--- src/rtl/hex_msg_scroller.sv ---
// Character buffer that scrolls its contents right-to-left across NDIG
// 7-segment digits, with blank lead-in and lead-out of NDIG slots each.
module hex_msg_scroller #(
    parameter int DEPTH    = 16,
    parameter int NDIG     = 4,
    parameter int TICK_DIV = 25_000_000
) (
    input  logic              clk,
    input  logic              rst_n,
    input  logic              wr_en,
    input  logic [4:0]        wr_char,
    input  logic              clr,
    input  logic              start,
    input  logic              loop,
    output logic [5*NDIG-1:0] char_out,
    output logic [NDIG-1:0]   display,
    output logic              busy,
    output logic              done,
    output logic [4:0]        count,
    output logic              full
);

    localparam int AW = (DEPTH > 1) ? $clog2(DEPTH) : 1;
    // Wide enough for the largest stream index: DEPTH + 2*NDIG - 2.
    localparam int PW = $clog2(DEPTH + 2*NDIG);
    localparam int TW = (TICK_DIV > 1) ? $clog2(TICK_DIV) : 1;
    localparam logic [PW-1:0] NDIG_P = PW'(NDIG);
    localparam logic [TW-1:0] TLAST  = TW'(TICK_DIV - 1);

    typedef enum logic {IDLE, SCROLL} state_t;

    state_t          state, state_nxt;
    logic [4:0]      count_nxt;
    logic [PW-1:0]   pos, pos_nxt, pend;
    logic [TW-1:0]   tick, tick_nxt;
    logic            done_nxt, wr;
    logic [4:0]      mem [DEPTH];
    logic [5*NDIG-1:0] win_char;
    logic [NDIG-1:0]   win_disp;

    assign full = (count == 5'(DEPTH));
    assign pend = PW'(count) + NDIG_P;

    always_comb begin
        state_nxt = state;
        count_nxt = count;
        pos_nxt   = pos;
        tick_nxt  = tick;
        done_nxt  = 1'b0;
        wr        = 1'b0;
        case (state)
            IDLE: begin
                if (clr) begin
                    count_nxt = '0;
                end else if (start) begin
                    if (count != '0) begin
                        state_nxt = SCROLL;
                        pos_nxt   = '0;
                        tick_nxt  = '0;
                    end
                end else if (wr_en && !full) begin
                    wr        = 1'b1;
                    count_nxt = count + 5'd1;
                end
            end
            SCROLL: begin
                if (clr) begin
                    state_nxt = IDLE;
                    count_nxt = '0;
                    pos_nxt   = '0;
                    tick_nxt  = '0;
                end else if (tick == TLAST) begin
                    tick_nxt = '0;
                    if (pos + 1'b1 == pend) begin
                        done_nxt = 1'b1;
                        pos_nxt  = '0;
                        if (!loop)
                            state_nxt = IDLE;
                    end else begin
                        pos_nxt = pos + 1'b1;
                    end
                end else begin
                    tick_nxt = tick + 1'b1;
                end
            end
            default: state_nxt = IDLE;
        endcase
    end

    // Window for the position being loaded this edge; digit NDIG-1 shows stream[pos].
    always_comb begin
        logic [PW-1:0] idx;
        idx      = '0;
        win_char = '0;
        win_disp = '1;
        for (int d = 0; d < NDIG; d++) begin
            idx = pos_nxt + PW'(NDIG - 1 - d);
            if (idx >= NDIG_P && idx < pend) begin
                win_char[5*d +: 5] = mem[AW'(idx - NDIG_P)];
                win_disp[d]        = 1'b0;
            end
        end
    end

    // Buffer storage carries no reset; only count decides what is valid.
    always_ff @(posedge clk) begin
        if (wr)
            mem[AW'(count)] <= wr_char;
    end

    always_ff @(posedge clk or negedge rst_n) begin
        if (!rst_n) begin
            state    <= IDLE;
            count    <= '0;
            pos      <= '0;
            tick     <= '0;
            char_out <= '0;
            display  <= '1;
            busy     <= 1'b0;
            done     <= 1'b0;
        end else begin
            state    <= state_nxt;
            count    <= count_nxt;
            pos      <= pos_nxt;
            tick     <= tick_nxt;
            busy     <= (state_nxt == SCROLL);
            done     <= done_nxt;
            char_out <= (state_nxt == SCROLL) ? win_char : '0;
            display  <= (state_nxt == SCROLL) ? win_disp : '1;
        end
    end

endmodule

--- config.mk ---
export PLATFORM = sky130hd
export DESIGN_NAME = hex_msg_scroller
export DESIGN_NICKNAME = d
export VERILOG_FILES = /design/src/rtl/hex_msg_scroller.sv
export SDC_FILE = /design/constraint.sdc
export NUM_CORES = 1
export LEC_CHECK = 0
export CORE_AREA = 3 3 126 128
export DETAILED_ROUTE_END_ITERATION = 7
export DIE_AREA = 0 0 129 131
export GPL_ROUTABILITY_DRIVEN = 0
export PLACE_DENSITY = 0.78
export SLEW_MARGIN = 15
export SYNTH_ARGS = -nofsm -noshare
export SYNTH_HDL_FRONTEND = slang
export SYNTH_SLANG_ARGS = --single-unit
--- constraint.sdc ---
create_clock -name clk -period 10.1 [get_ports clk]
set_input_delay 1.515 -clock clk [delete_from_list [all_inputs] [get_ports clk]]
set_output_delay 1.515 -clock clk [all_outputs]
set_load 0.005 [all_outputs]
==> metrics.md, run 1 <==
| Metric | Value |
|---|---|
| Drt wl/cell | `24.2 um` |
| First-pass GRT wire length | `35900 um` |
| Post-Route WL | `23400 um` |
| Num CTS Buffers | `17` |
| Core Area | `15000 um2` |
| Antenna violations before repair | `4` |
| Max Clock Skew | `0.00813 ns` |
| Vias per Instance | `6.81` |
| CTS clock-pin slew for the worst setup and hold paths | `0.06 ns` |
| Num Clock Sinks | `141` |
| Syn_area_per_cell | `12.0 um2` |
| Post-detail-place hpwl | `17100 um` |
| Kind of critical path | `primary input to flop` |
| Synthesized instance count | `741` |
| Dpl cells | `935` |
| CP startpoint kind | `primary input` |
| Crit. Startpoint | `clr` |
| Comb pwr share | `7.3%` |
| Leakage | `0.00428 uW` |
| R2R cell count | `17` |
| Share of cells above drive strength 1 | `13.2%` |
| I/O Pins | `43` |
| Sw Share | `24.8%` |
| FP Rows | `45` |
| Yosys cell types | `64` |
| Die area | `16900 um2` |
| Peak supply drop | `121 uV` |
| Syn-to-layout area delta | `11.9%` |
| Final net count | `809` |
| Flops & latches, synth | `141` |
| Largest net degree at the start of global routing | `62` |
| Hold WS | `0.532 ns` |
| Fill cells | `1089` |
| Worst setup endpoint | `char_out[4]$_DFF_PN0_` |
| DRT Pass-1 Iters | `5` |
| Worst hold path class | `flop to flop` |
| GRT overflow | `0` |
| Worst skew pair latency | `0.43 ns` |
| H-tree levels | `4` |
| Worst reg2reg path startpoint | `count[2]$_DFFE_PN0P_` |
| Initial cell density of the core | `59.3%` |
| CTS Hold Buffers Added | `0` |
| Reg-to-reg endpoint | `char_out[4]$_DFF_PN0_` |
| CTS tree | `done` |
| Mapped Area | `8880 um2` |
| Final Max Tran Viols | `0` |
| Final hold vios | `0` |
| Fin crit share | `66.9%` |
| Root Buffer | `clkbuf_16` |
| Cell Int Power | `983 uW` |
| Critical Path Fanout Max | `53` |
| Worst-margin pin slew | `1.08 ns` |
| Final setup viols | `0` |
| WHS Path Cells | `1` |
| Final worst path period need | `6.75 ns` |
| I/O Buffers | `42` |
| Starting DRT DRC Count | `718` |
| Ant. Diodes | `0` |
| Reg2reg setup slack | `3.46 ns` |
| CP Data Arrival Time | `7.12 ns` |
| Area of the multi-input gates | `4680 um2` |
| Max_cap viols | `0` |
| Syn_nets | `784` |
| GRT Resource Usage Total | `28.5%` |
| Post-route DRC | `0` |
| Status | `finished, final reports clean` |
| Max Fclk | `148 MHz` |
| Crit. End Element | `flop` |
| Post-Route Setup TNS | `0 ns` |
| Worst slew margin relative to its limit | `27.8%` |
| Final cell area excluding filler cells | `9940 um2` |
| Switching power total | `325 uW` |
| Clock Path Buffers | `2` |
| Seq pwr share | `48.1%` |
| RSZ-0062 raised after global routing | `no` |
| DIE HEIGHT | `131 um` |
| PostCTS Resize Cnt | `0` |
| # Post-CTS Setup Buffers | `0` |
| Clock share of power | `44.6%` |
| Register Area | `3930 um2` |
| Pwr/cell area | `132 nW/um2` |
| Worst EP required | `10.46 ns` |
| Async SR Flop Fraction | `43.3%` |
| Non-filler cells, final | `967` |
| EDFF count, synth | `80` |
| Post-route ant nets | `0` |
| Die W | `129 um` |
| Vias in the first global route | `6274` |
| Post-synthesis sequential area ratio | `44.3%` |
| Top_reg_cell synth | `edfxtp_1` |
| Area after DPL | `9380 um2` |
| YS warnings | `0` |
| Vias | `6588` |
==> power groups by stage <==
stage	logic, uW	registers [uW]	clock network, uW
after CTS	93.8	629	587
after global placement	90.1	639	0
after global routing	105	630	614
after detailed placement	93.5	640	0
final	95.3	629	583
after floorplan	52.8	636	0
==> cell usage after synthesis, types with 13 or more instances <==
master    instances  area [um2]
mux2i_1         111        1110
edfxtp_1         80        2400
dfrtp_1          57        1430
nand2_1          57         214
mux4_2           40         901
nor2_1           37         139
and3_1           33         206
ha_1             32         400
clkbuf_1         24        90.1
a21oi_1          21         105
nand3_1          21         105
inv_1            19        71.3
o21ai_0          17        85.1
xor2_1           17         149
xnor2_1          13         114
==> registers in the layout, summed over array words and instances, names as in the netlist <==
name and flops:
mem 80, tick 25, char_out 20, count 5, pos 5, display 4
done 1, state 1
==> per-stage QoR <==
| step | total power, uW | util (%) | setup slack, ns |
|---|---|---|---|
| 6_report | 1310 | 66.3 | 3.35 |
| 3_3_place_gp | 729 | 62.6 | 3.24 |
| 5_1_grt | 1350 | 66.3 | 2.93 |
| 3_5_place_dp | 733 | 62.6 | 2.94 |
| 4_1_cts | 1310 | 66.3 | 3.36 |
| 2_1_floorplan | 689 | - | 4.45 |
==> kinds of logic (layout without fill, tap and decap cells) <==
family          count (synthesis)  after routing  share of synthesized area [%]
flops                         141            141                           44.3
compound gates                 88             88                           6.85
buf+inv                        63            101                           3.20
xor+xnor                       32             32                           3.47
mux                           162            162                           24.1
fa+ha+maj                      32             32                           4.51
simple gates                  223            223                           13.6
==> layout make-up <==
class,count,area share (%)
repair buffers,48,4.63
clock inverters,15,1.25
multi-input cells,537,47.1
clock buffers,17,4.28
well taps,188,2.37
inverters,21,0.793
flip-flops and latches,141,39.6
==> routing by layer <==
metal / vias to the layer above / part of all wire [%] / track usage [%]
li1: 2889 / - / -
met1: 3290 / 41 / 39.4
met2: 340 / 47 / 44.1
met3: 61 / 9.8 / 7.68
met4: 8 / 2.2 / 9.26
met5: - / 0.18 / 0
==> layout by cell type (no fill, tap or decap), types with 3 or more instances in the layout <==
cell / instances
mux4_2: 40
a31oi_1: 4
o41a_1: 5
edfxtp_1: 80
nor3_1: 12
clkinv_4: 3
dfstp_2: 4
a22oi_1: 6
or3_1: 6
a32oi_1: 5
clkinvlp_4: 3
buf_4: 6
a21oi_1: 20
nor4_1: 5
clkinv_2: 4
clkbuf_16: 17
nand2b_1: 3
a21o_1: 5
and4_1: 10
inv_1: 19
clkdlybuf4s50_1: 41
nor2_1: 37
nand3_1: 21
mux2i_1: 111
nand2_1: 57
xnor2_1: 13
nor4b_1: 3
o21ai_0: 17
ha_1: 32
and3_1: 33
nor2b_1: 4
dfrtp_1: 57
a22o_1: 6
mux2_2: 11
nor3b_1: 10
nand4_1: 8
xor2_1: 16
==> worst min-delay path by stage <==
stage                              start              endpoint  slack (ns)
finish              tick[21]$_DFFE_PN0P_  tick[21]$_DFFE_PN0P_        0.53
CTS                 tick[21]$_DFFE_PN0P_  tick[21]$_DFFE_PN0P_        0.53
global route        tick[21]$_DFFE_PN0P_  tick[21]$_DFFE_PN0P_        0.56
global placement    tick[21]$_DFFE_PN0P_  tick[21]$_DFFE_PN0P_        0.52
floorplan           tick[21]$_DFFE_PN0P_  tick[21]$_DFFE_PN0P_        0.49
detailed placement  tick[21]$_DFFE_PN0P_  tick[21]$_DFFE_PN0P_        0.52
==> critical path, cell delays in order <==
cell and delay [ns]:
clkdlybuf4s50_1 0.63, nor2b_1 0.20, o21ai_1 0.35, nand2_1 0.22, a21oi_4 0.80, buf_4 0.50
inv_2 0.07, buf_4 0.38, nor2_1 0.22, xor2_1 0.53, inv_1 0.33, ha_1 0.27
a21o_1 0.15, a2111oi_0 0.43, o221a_2 0.34, o41a_1 0.16
(Power assumes the default switching activity.)
==> run 2, diff against run 1 <==
CORE_AREA = 3 3 132 134   (was 3 3 126 128)
DIE_AREA = 0 0 135 137   (was 0 0 129 131)
PLACE_DENSITY = 0.75   (was 0.78)
clock period = 5.64 ns   (was 10.1 ns; I/O delays follow)
==> run 2 against run 1 <==
  * Die area rose by 9.4%
  * Combinational power grew 80%
  * Highest routed layer unchanged
  * Critical path depth decreased by 1
  * Largest power group is now clock
  * Flip-flop and latch count did not move
  * First-iteration DRC count increased by 7.1%
==> metrics.md, run 2 (synthesized netlist as in run 1, its figures left out) <==
| Metric | Value |
|---|---|
| Largest net degree at the start of global routing | `62 (unchanged)` |
| Worst setup endpoint | `char_out[7]$_DFF_PN0_` |
| CP Data Arrival Time | `5.69 ns (-1.43 ns)` |
| Worst EP required | `6.00 ns (-4.46 ns)` |
| CP startpoint kind | `flop` |
| Core Area | `16400 um2 (+9.5%)` |
| Kind of critical path | `flop to flop` |
| Post-detail-place hpwl | `17000 um (-0.11%)` |
| DIE HEIGHT | `137 um (+4.6%)` |
| Vias | `6640 (+0.79%)` |
| Reg-to-reg endpoint | `char_out[7]$_DFF_PN0_` |
| Post-Route WL | `23900 um (+2.1%)` |
| Post-Route Setup TNS | `0 ns (unchanged)` |
| Most common cell after layout, fill and taps aside | `mux2i_1` |
| Final net count | `816 (+0.87%)` |
| PostCTS Resize Cnt | `0 (unchanged)` |
| Share of cells above drive strength 1 | `14.0% (+0.77 points)` |
| Drt wl/cell | `23.8 um (-1.8%)` |
| Leakage | `0.00434 uW (+1.3%)` |
| Num CTS Buffers | `17 (unchanged)` |
| R2R cell count | `15 (-2)` |
| GRT overflow | `0 (unchanged)` |
| I/O Pins | `43 (unchanged)` |
| Vias in the first global route | `6570 (+4.7%)` |
| RSZ-0062 raised after global routing | `no` |
| Worst reg2reg path startpoint | `count[2]$_DFFE_PN0P_` |
| Die area | `18500 um2 (+9.4%)` |
| Max Clock Skew | `0.0152 ns (+0.00706 ns)` |
| Area after DPL | `9470 um2 (+0.99%)` |
| H-tree levels | `4 (unchanged)` |
| Vias per Instance | `6.60 (-3.1%)` |
| Final worst path period need | `5.33 ns` |
| Fin crit share | `94.4%` |
| CTS Hold Buffers Added | `0 (unchanged)` |
| First-pass GRT wire length | `37300 um (+3.8%)` |
| Initial cell density of the core | `54.1% (-5.2 points)` |
| Peak supply drop | `232 uV (+91%)` |
| Crit. End Element | `flop` |
| CTS clock-pin slew for the worst setup and hold paths | `0.06 ns (about the same)` |
| Status | `finished, final reports clean` |
| Final Max Tran Viols | `0 (unchanged)` |
| Max stage delay cell, worst path | `ha_1` |
| Antenna violations before repair | `1 (-3)` |
| Syn-to-layout area delta | `13.3%` |
| Num Clock Sinks | `141 (unchanged)` |
| FP Rows | `47 (+4.4%)` |
| Max FFs per register | `80 (unchanged)` |
| Root Buffer | `clkbuf_16` |
| Max Fclk | `188 MHz` |
| Post-route ant nets | `0 (unchanged)` |
| Slowest stage delay, CP | `0.74 ns (-0.06 ns)` |
| # Post-CTS Setup Buffers | `0 (unchanged)` |
| Pwr/cell area | `240 nW/um2 (+83%)` |
| Max_cap viols | `0 (unchanged)` |
| Ant. Diodes | `0 (unchanged)` |
| Crit. Startpoint | `count[2]$_DFFE_PN0P_` |
| Clock Path Buffers | `2 (unchanged)` |
| Final hold vios | `0 (unchanged)` |
| Starting DRT DRC Count | `769 (+7.1%)` |
| Post-route DRC | `0 (unchanged)` |
| Crit path cell chain | `ha_1 -> xnor2_1 -> xnor3_1 -> and3_1 -> nor4b_1 -> a21oi_4 -> inv_2 -> buf_4 -> a21oi_1 -> nor2_1 -> inv_1 -> ha_1 -> mux4_2 -> nand2_1 -> and3_1` |
| Worst-margin pin slew | `1.08 ns (-0.00414 ns)` |
| Worst slew margin relative to its limit | `28.0% (+0.28 points)` |
| I/O Buffers | `42 (unchanged)` |
| Critical Path Fanout Max | `23 (-57%)` |
| Final cell area excluding filler cells | `10100 um2 (+1.2%)` |
| Final setup viols | `0 (unchanged)` |
| DRT Pass-1 Iters | `6 (+1)` |
| Die W | `135 um (+4.7%)` |
| Fill cells | `1265 (+16%)` |
| Commonest cells after routing, fill and taps aside | `111 x mux2i_1, 80 x edfxtp_1, 57 x nand2_1, 57 x dfrtp_1, 41 x clkdlybuf4s50_1` |
| Worst skew pair latency | `0.44 ns (about the same)` |
| CTS tree | `done` |
| Worst hold path class | `flop to flop` |
| Reg2reg setup slack | `0.31 ns (-3.15 ns)` |
| Largest registers | `mem (80), tick (25), char_out (20)` |
| Largest Register | `mem` |
| GRT Resource Usage Total | `27.0% (-1.4 points)` |
run 2: cell count changes in the layout (fill, tap and decap cells not counted):
cell        previous run  this run
buf_4                  6        13
bufinv_16              1         2
clkinv_1               2         1
clkinv_2               4         1
clkinv_4               3         4
clkinvlp_2             0         1
clkinvlp_4             3         1
inv_6                  2         4
inv_8                  0         1
xor2_1                16        17
xor2_2                 1         0
run 2: stage by stage:
| stage | cells | total power [uW] | setup WS, ns | utilization (%) | hold slack, ns |
|---|---|---|---|---|---|
| after floorplan | 741 | 1230 | 0.394 | - | 0.487 |
| after global placement | 974 | 1310 | 0.460 | 57.7 | 0.516 |
| after detailed placement | 974 | 1310 | 0.485 | 57.7 | 0.530 |
| after CTS | 1006 | 2430 | 0.454 | 61.3 | 0.541 |
| after global routing | 1006 | 2500 | 0.00114 | 61.3 | 0.558 |
| final | 1006 | 2420 | 0.314 | 61.3 | 0.540 |
run 2: cell type report:
cell class / count / area, um2 / share of cell area, %
inverters: 21 / 78.8 / 0.783
flip-flops and latches: 141 / 3930 / 39.1
multi-input cells: 537 / 4670 / 46.4
well taps: 220 / 275 / 2.74
clock inverters: 15 / 163 / 1.62
clock buffers: 17 / 425 / 4.23
repair buffers: 55 / 513 / 5.10
run 2: worst min-delay path by stage:
stage | slack (ns) | to | startpoint | cells past startpoint
finish | 0.54 | tick[3]$_DFFE_PN0P_ | tick[3]$_DFFE_PN0P_ | 1
global route | 0.56 | tick[3]$_DFFE_PN0P_ | tick[3]$_DFFE_PN0P_ | 1
CTS | 0.54 | tick[3]$_DFFE_PN0P_ | tick[3]$_DFFE_PN0P_ | 1
detailed placement | 0.53 | tick[3]$_DFFE_PN0P_ | tick[3]$_DFFE_PN0P_ | 1
global placement | 0.52 | tick[21]$_DFFE_PN0P_ | tick[21]$_DFFE_PN0P_ | 1
floorplan | 0.49 | tick[21]$_DFFE_PN0P_ | tick[21]$_DFFE_PN0P_ | 1
run 2: report_power, final:
part	internal, uW	switching (uW)
Sequential	1110	15.4
Combinational	51.8	120
Clock	657	468
Total	1810	604
run 2: worst max-delay path: cells and delay by family, from the launching register on:
| family | cells | cell delay (ns) |
|---|---|---|
| AND/OR/NAND/NOR | 5 | 1.38 |
| adder cells (fa/ha/maj) | 2 | 1.10 |
| XOR/XNOR | 2 | 0.89 |
| buffers and inverters | 3 | 0.62 |
| flip-flops | 1 | 0.56 |
| multiplexers | 1 | 0.48 |
| AO/OA/AOI/OAI | 2 | 0.21 |
run 2: layer usage:
metal,wire length [um],part of all wire (%),GRT usage [%]
met1,9230,39,34.5
met2,11300,47,42.8
met3,2470,10,8.64
met4,861,3.6,11.4
met5,11,0.046,0
==> run 3, diff against run 2 <==
CORE_AREA = 3 3 145 147   (was 3 3 132 134)
DIE_AREA = 0 0 148 150   (was 0 0 135 137)
PLACE_DENSITY = default   (was 0.75)
==> run 3 against run 2 <==
  * Via count fell by 4.2%
  * Largest power group unchanged
  * Critical path type unchanged
  * Clock power about the same
  * First-iteration DRC count down 32%
  * Largest cell class unchanged
==> metrics.md, run 3 (synthesized netlist as in run 1, its figures left out) <==
| Metric | Value |
|---|---|
| Post-Route Setup TNS | `0 ns (unchanged)` |
| Die W | `148 um (+9.6%)` |
| Starting DRT DRC Count | `522 (-32%)` |
| Kind of critical path | `flop to flop` |
| Non-filler cells, final | `1060 (+5.4%)` |
| Clock Path Buffers | `2 (unchanged)` |
| Max FFs per register | `80 (unchanged)` |
| Vias | `6359 (-4.2%)` |
| GRT overflow | `0 (unchanged)` |
| Power Total | `2440 uW (+0.73%)` |
| Worst hold path class | `flop to flop` |
| Status | `finished, final reports clean` |
| Vias per Instance | `6.00 (-9.1%)` |
| Worst-margin pin slew | `1.01 ns (-0.0670 ns)` |
| Critical Path Fanout Max | `41 (+78%)` |
| GRT Resource Usage Total | `22.3% (-4.8 points)` |
| Ant. Diodes | `0 (unchanged)` |
| Worst skew pair latency | `0.43 ns (about the same)` |
| Largest registers | `mem (80), tick (25), char_out (20)` |
| Worst slew margin relative to its limit | `32.5% (+4.5 points)` |
| RSZ-0062 raised after global routing | `no` |
| Num CTS Buffers | `17 (unchanged)` |
| Crit. End Element | `flop` |
| CTS Hold Buffers Added | `0 (unchanged)` |
| CTS clock-pin slew for the worst setup and hold paths | `0.07 ns (about the same)` |
| Largest Register | `mem` |
| Drt wl/cell | `23.0 um (-3.3%)` |
| Switching power total | `645 uW (+6.9%)` |
| Fill cells | `1762 (+39%)` |
| FP Rows | `52 (+11%)` |
| Vias in the first global route | `6352 (-3.3%)` |
| Sw Share | `26.5% (+1.5 points)` |
| DRT Pass-1 Iters | `5 (-1)` |
| I/O Pins | `43 (unchanged)` |
| CTS tree | `done` |
| Post-detail-place hpwl | `17700 um (+3.6%)` |
| Final Max Tran Viols | `0 (unchanged)` |
| Fin crit share | `88.6% (-5.8 points)` |
| DIE HEIGHT | `150 um (+9.5%)` |
| Final worst path period need | `5.00 ns (-0.329 ns)` |
| Worst EP required | `5.99 ns (about the same)` |
| First-pass GRT wire length | `37200 um (-0.18%)` |
| Final hold vios | `0 (unchanged)` |
| Most common cell after layout, fill and taps aside | `mux2i_1` |
| Max_cap viols | `0 (unchanged)` |
| CP startpoint kind | `flop` |
| Die area | `22200 um2 (+20%)` |
| Commonest cells after routing, fill and taps aside | `111 x mux2i_1, 80 x edfxtp_1, 57 x nand2_1, 57 x dfrtp_1, 41 x clkdlybuf4s50_1` |
| Clock share of power | `46.9% (+0.4 points)` |
| Final net count | `820 (+0.49%)` |
| Initial cell density of the core | `44.3% (-9.8 points)` |
| Largest net degree at the start of global routing | `62 (unchanged)` |
| Post-route ant nets | `0 (unchanged)` |
| CP Data Arrival Time | `5.35 ns (-0.34 ns)` |
| Post-route DRC | `0 (unchanged)` |
| Share of cells above drive strength 1 | `14.6% (+0.56 points)` |
| Pwr/cell area | `240 nW/um2 (-0.25%)` |
| Antenna violations before repair | `0 (-1)` |
| # Post-CTS Setup Buffers | `0 (unchanged)` |
| Final setup viols | `0 (unchanged)` |
| Max Fclk | `200 MHz (+6.6%)` |
| PostCTS Resize Cnt | `0 (unchanged)` |
| Cell Int Power | `1790 uW (-1.3%)` |
| Comb pwr share | `7.1% (about the same)` |
| Syn-to-layout area delta | `14.4%` |
| I/O Buffers | `42 (unchanged)` |
| H-tree levels | `4 (unchanged)` |
| Max Clock Skew | `0.0131 ns (-0.00214 ns)` |
| Seq pwr share | `46.1% (-0.3 points)` |
| Num Clock Sinks | `141 (unchanged)` |
| Dpl cells | `1028 (+5.5%)` |
| Post-Route WL | `24400 um (+1.9%)` |
| Peak supply drop | `189 uV (-19%)` |
| Root Buffer | `clkbuf_16` |
| Core Area | `20000 um2 (+22%)` |
| Leakage | `0.00436 uW (+0.40%)` |
run 3: metrics by stage:
stage | hold slack, ns | cell area, um2 | setup slack, ns | utilization (%)
after floorplan | 0.487 | 8880 | 0.394 | -
after global placement | 0.515 | 9570 | 0.589 | 47.7
after detailed placement | 0.539 | 9570 | 0.415 | 47.7
after CTS | 0.549 | 10200 | 0.654 | 50.7
after global routing | 0.564 | 10200 | 0.229 | 50.7
final | 0.539 | 10200 | 0.643 | 50.7
run 3: metal layers:
metal	vias to the layer above	GRT usage (%)	wire, um
met2	221	37.2	12100
met3	39	4.15	1310
met4	0	7.90	655
li1	2913	-	-
met1	3186	29.2	10300
met5	-	0	0
run 3: area by class of cell:
type | instances | area [um2] | area share [%]
multi-input combinational | 537 | 4670 | 46.0
timing repair buffer | 59 | 543 | 5.34
clock buffer | 17 | 425 | 4.19
inverter | 21 | 78.8 | 0.776
clock inverter | 15 | 169 | 1.66
tap | 270 | 338 | 3.33
sequential | 141 | 3930 | 38.7
run 3: path summary, 6_finish.rpt:
kind,slack (ns),cells past startpoint,endpoint,start
max in group asynchronous,4.47,2,char_out[3]$_DFF_PN0_,rst_n
max reg2reg,0.64,15,char_out[0]$_DFF_PN0_,count[3]$_DFFE_PN0P_
min in group asynchronous,0.62,2,tick[19]$_DFFE_PN0P_,rst_n
min reg2reg,0.54,1,tick[3]$_DFFE_PN0P_,tick[3]$_DFFE_PN0P_
max,0.64,15,char_out[0]$_DFF_PN0_,count[3]$_DFFE_PN0P_
min,0.54,1,tick[3]$_DFFE_PN0P_,tick[3]$_DFFE_PN0P_
run 3: power groups by stage:
stage / logic (uW) / clock network [uW] / registers (uW)
after floorplan: 94.5 / 0 / 1140
after global placement: 167 / 0 / 1140
after detailed placement: 172 / 0 / 1140
after CTS: 173 / 1160 / 1120
after global routing: 191 / 1200 / 1120
final: 172 / 1140 / 1120
run 3: worst max-delay path, cell delays in order (launching register included):
cell	delay, ns
dfrtp_1	0.43
ha_1	0.27
xnor2_1	0.15
buf_4	0.19
xnor3_1	0.25
and3_1	0.26
nor4b_1	0.66
a21oi_4	0.09
inv_2	0.20
buf_4	0.63
o21ai_0	0.22
xnor2_1	0.24
ha_1	0.29
a2111oi_0	0.42
o221a_2	0.40
o41a_1	0.20
